<file path="config.mk">
export PLATFORM = sky130hd
export DESIGN_NAME = countdown_timer
export DESIGN_NICKNAME = d
export VERILOG_FILES = /design/src/rtl/countdown_timer.sv
export SDC_FILE = /design/constraint.sdc
export NUM_CORES = 1
export LEC_CHECK = 0
export CORE_ASPECT_RATIO = 1.5
export CORE_UTILIZATION = 40
export CTS_BUF_LIST = sky130_fd_sc_hd__clkbuf_4 sky130_fd_sc_hd__clkbuf_8
export DETAILED_ROUTE_END_ITERATION = 8
export GPL_ROUTABILITY_DRIVEN = 0
export GPL_TIMING_DRIVEN = 0
export SYNTH_ARGS = -nofsm -noshare
export SYNTH_HDL_FRONTEND = slang
export SYNTH_SLANG_ARGS = --single-unit
</file>
<file path="constraint.sdc">
create_clock -name clk -period 2.25 [get_ports clk]
set_clock_uncertainty 0.15 [all_clocks]
set_input_delay 0.225 -clock clk [delete_from_list [all_inputs] [get_ports clk]]
set_output_delay 0.225 -clock clk [all_outputs]
set_load 0.03 [all_outputs]
</file>
<file path="src/rtl/countdown_timer.sv">
// Down-counting M:SS BCD timer for the music player. Loaded with the remaining
// track time, it decrements once per second and flags when it reaches 0:00.
module countdown_timer #(
  parameter int TICKS_PER_SECOND = 50000000,
  parameter int PRESCALE_WIDTH   = 26
) (
  input  logic       clk,
  input  logic       reset,
  input  logic       count,
  input  logic       load,
  input  logic [3:0] minutes0_in,
  input  logic [3:0] seconds1_in,
  input  logic [3:0] seconds0_in,
  output logic [3:0] minutes0,
  output logic [3:0] seconds1,
  output logic [3:0] seconds0,
  output logic       done,
  output logic       expired
);

  typedef struct packed {
    logic [3:0] m0;
    logic [3:0] s1;
    logic [3:0] s0;
  } bcd_time_t;

  localparam logic [PRESCALE_WIDTH-1:0] LAST_TICK = PRESCALE_WIDTH'(TICKS_PER_SECOND - 1);

  logic [PRESCALE_WIDTH-1:0] prescale;
  logic                      tick;
  bcd_time_t                 cur, dec, preset;
  logic                      dec_zero, preset_zero;

  assign cur  = '{m0: minutes0, s1: seconds1, s0: seconds0};
  assign tick = (prescale == LAST_TICK);

  // Out-of-range preset digits saturate rather than wrap.
  always_comb begin
    preset.m0   = (minutes0_in > 4'd9) ? 4'd9 : minutes0_in;
    preset.s1   = (seconds1_in > 4'd5) ? 4'd5 : seconds1_in;
    preset.s0   = (seconds0_in > 4'd9) ? 4'd9 : seconds0_in;
    preset_zero = (preset == '0);
  end

  // BCD borrow chain; never evaluated from 0:00 because expiry gates counting.
  always_comb begin
    dec = cur;
    if (cur.s0 != 4'd0) begin
      dec.s0 = cur.s0 - 4'd1;
    end else begin
      dec.s0 = 4'd9;
      if (cur.s1 != 4'd0) begin
        dec.s1 = cur.s1 - 4'd1;
      end else begin
        dec.s1 = 4'd5;
        dec.m0 = cur.m0 - 4'd1;
      end
    end
    dec_zero = (cur.m0 == 4'd0) && (cur.s1 == 4'd0) && (cur.s0 == 4'd1);
  end

  always_ff @(posedge clk) begin
    if (reset) begin
      minutes0 <= 4'd0;
      seconds1 <= 4'd0;
      seconds0 <= 4'd0;
      prescale <= '0;
      done     <= 1'b0;
      expired  <= 1'b1;
    end else if (load) begin
      minutes0 <= preset.m0;
      seconds1 <= preset.s1;
      seconds0 <= preset.s0;
      prescale <= '0;
      done     <= 1'b0;
      expired  <= preset_zero;
    end else begin
      done <= 1'b0;
      // Pause holds the partial second so a resume picks up where it stopped.
      if (count && !expired) begin
        if (tick) begin
          prescale <= '0;
          minutes0 <= dec.m0;
          seconds1 <= dec.s1;
          seconds0 <= dec.s0;
          if (dec_zero) begin
            expired <= 1'b1;
            done    <= 1'b1;
          end
        end else begin
          prescale <= prescale + 1'b1;
        end
      end
    end
  end

endmodule

</file>
==> impl_results.md, run 1 <==
- Most used flip-flop cell after synthesis: dfxtp_1
- Status: complete, no violations
- Post-route ant nets: 0
- Final Non-Filler Cells: 341
- Post-synth top area cell: dfxtp_1
- P per Cell Area: 525 nW/µm²
- Synth top area cells: dfxtp_1 39%, xor2_1 7.3%, nor2_1 6.6%, xnor2_1 6.0%, and4_1 3.0%
- Async SR Flop Fraction: 0%
- Initial Util: 41.9%
- Vias: 1804
- Synthesized cell area: 2030 µm²
- Slew headroom: 62.8%
- Detailed placement HPWL: 3560 µm
- Met3 routed WL: roughly 150 µm
- Final Critical Period: about 2200 ps
- CP Class: reg -> reg
- CTS Root Cell: clkbuf_8
- Seq/Total Area, Yosys: about two fifths
- Total Power: 1.37 mW
- CP Max Fanout: 6
- Slew @ Worst Pin: approximately 540 ps
- Routed len/inst: 13.9 µm
- Share of the synthesized area in the top cell type: 39.4%
- Total Nets Final: 294
- Max-cap violations: 0
- Routed Wire Length: 4760 µm
- Via density: 5.29
- Mapped Nets: between 200 and 300
- Worst Hold Class: in -> reg
- Yosys cell types: 45
- Total CTS buffers: 5
- Startpoint Class: flip-flop
- P&R area growth vs syn: 28.7%
- Final Max Tran Viols: 0
- Post-synth top cells: 40 x dfxtp_1, 36 x nor2_1, 17 x xor2_1, 14 x xnor2_1, 12 x nand2_1
- R2r endpoint: minutes0[3]$_SDFFE_PP0P_
- Met2 WL: 2590 µm
- Hold_buf cts: 0
- Global-route wire length before repair: 7880 µm
- Dpl cells: 326
- Layout cell share with drive strength beyond 1: between 10% and 20%
- Fmax: 0.462 GHz
- Chip Height: between 80 and 90 µm
- Clk sink count: 40
- M1 WL: approximately 1900 µm
- Cell with the most instances after synthesis: dfxtp_1
- Drc violations: 0
- GR Overflow Total: 0
- RSZ-0062 raised after global routing: true
- Maximum VDD drop: 0.253 mV
- Setup crit end: minutes0[3]$_SDFFE_PP0P_
- Initial antenna violation count: 0
- Top Layer Used: met4
- Initial DRC Count: 57
- Reg clk slew, reported paths: 80 ps
- R2R setup slack: 80 ps
- CTS tree: built
- DIE AREA: 5380 µm²
- Port Buffers: 28
- Worst Path Required: 2250 ps
- Worst skew pair latency: about 290 ps
- Chip width: 60.2 µm
- Synth Area per Inst: slightly below 9 µm²
- Htree depth: 2
- Longest Clk Path Bufs: 2
- Cells after synthesis: between 200 and 250
- First-pass iteration count of the detailed router: 4
- N_diodes: 0
- Finish-stage setup viols: 0
- Critical path arrival: 2170 ps
- Total GRT Usage: between 10% and 20%
- R2r startpoint: prescale[3]$_SDFFE_PP0P_
- Static leakage: around 0.92 nW
- Number of synthesized flops with an enable pin: 0
- Crit path launch: prescale[3]$_SDFFE_PP0P_
- Worst Reg-to-Reg Cells: 5
- Critical Path Sink Type: flip-flop
- IO Pins: 30
- Core area: 4850 µm²
- Vias in the first global route: 1743
- # rows: 31
- Fin crit share: 96.3%
- Synth warn: 0
- Pin count of the biggest net entering global routing: 12
- Yosys reg bits: 40
- Hold Vio Cnt, Final: 0
## layout by cell type, fill, tap and decap left out, drive strengths merged, types with 3 or more instances in the layout
master         count
nand4             10
inv                6
nand3             11
a211oi             4
xor2              17
clkdlybuf4s50     28
nor3              13
dfxtp             40
buf               11
xnor2             14
nor2              36
and4               7
ha                 3
a21oi              3
a31oi              3
clkbuf            11
nand2             12
o21ai              6
and3               3
nor4               9
## area by class of cell
cell class / count / area [µm²]
inverter: 6 / 22.5
clock buffer: 6 / 76.3
buffer: 7 / 32.5
multi-input combinational: 178 / 1250
timing repair buffer: 37 / 348
sequential: 40 / 805
clock inverter: 1 / 5.00
fill: 461 / 2230
tap: 66 / 82.6
## power breakdown
| group | switching (mW) | internal [mW] |
|---|---|---|
| clock network | 0.239 | 0.223 |
| registers | 0.0200 | 0.722 |
| logic | 0.0915 | 0.0796 |
## through the flow
step / hold WS [ps] / utilization [%] / setup slack (ps) / setup TNS, ps / instance area [µm²]
after CTS: 219 / 53.2 / -10.5 / -26.2 / 2580
after detailed placement: 319 / 49.4 / -315 / -8380 / 2400
after global placement: 316 / 49.4 / -337 / -8460 / 2400
after floorplan: 182 / - / 111 / 0 / 2030
final: 207 / 54.0 / 83.8 / 0 / 2620
after global routing: 281 / 54.0 / -22.8 / -43.1 / 2620
## repair_timing
item	in CTS	in global routing
pin swaps	6	5
gates resized for setup	11	6
setup endpoints to repair	35	29
buffers inserted	6	3
## worst min path at each step
stage,startpoint,end,slack [ps],cells after the start
floorplan,minutes0_in[3],minutes0[1]$_SDFFE_PP0P_,180,1
global placement,seconds1[3]$_SDFFE_PP0P_,seconds1[3]$_SDFFE_PP0P_,320,2
detailed placement,seconds1[3]$_SDFFE_PP0P_,seconds1[3]$_SDFFE_PP0P_,320,2
CTS,load,expired$_SDFFE_PP1P_,220,2
global route,load,expired$_SDFFE_PP1P_,280,2
finish,load,expired$_SDFFE_PP1P_,210,2
## metal layers
metal / track usage, % / vias to the layer above
li1: - / 921
met1: 20.4 / 836
met2: 36.8 / 41
met3: 4.34 / 6
met4: 8.03 / 0
met5: 0 / -
## state kept, by name (all words and copies together), names as in the netlist
register,flops
seconds0,4
prescale,26
expired,1
seconds1,4
done,1
minutes0,4
## worst max-delay path, cell delays in order (launching register included)
cell and delay (ps):
dfxtp_1 470, nand4_4 200, or4b_4 640, nor4_1 310
xnor2_1 170, a21oi_1 90
## cells by family after synthesis
kind of cell             Yosys count  synth area share [%]
AND/OR/NAND/NOR                  115                  31.9
buffers and inverters             14                  2.83
adder cells (fa/ha/maj)            3                  1.85
multiplexers                       3                  1.54
flip-flops                        40                  39.4
XOR/XNOR                          31                  13.4
AO/OA/AOI/OAI                     26                  9.11
Note: power is estimated with default switching activity, not from simulation.
==> run 2, diff against run 1 <==
--- a/constraint.sdc
+++ b/constraint.sdc
@@ -3,3 +3,3 @@
 set_input_delay 0.225 -clock clk [delete_from_list [all_inputs] [get_ports clk]]
 set_output_delay 0.225 -clock clk [all_outputs]
-set_load 0.03 [all_outputs]
+set_load 0.02 [all_outputs]
==> results of run 2 <==
Same layout as run 1 (identical final DEF). Status: complete, no violations.
Among the figures that moved: total power 1.37 mW -> 1.36 mW; worst IR drop on VDD 0.253 mV -> 0.248 mV
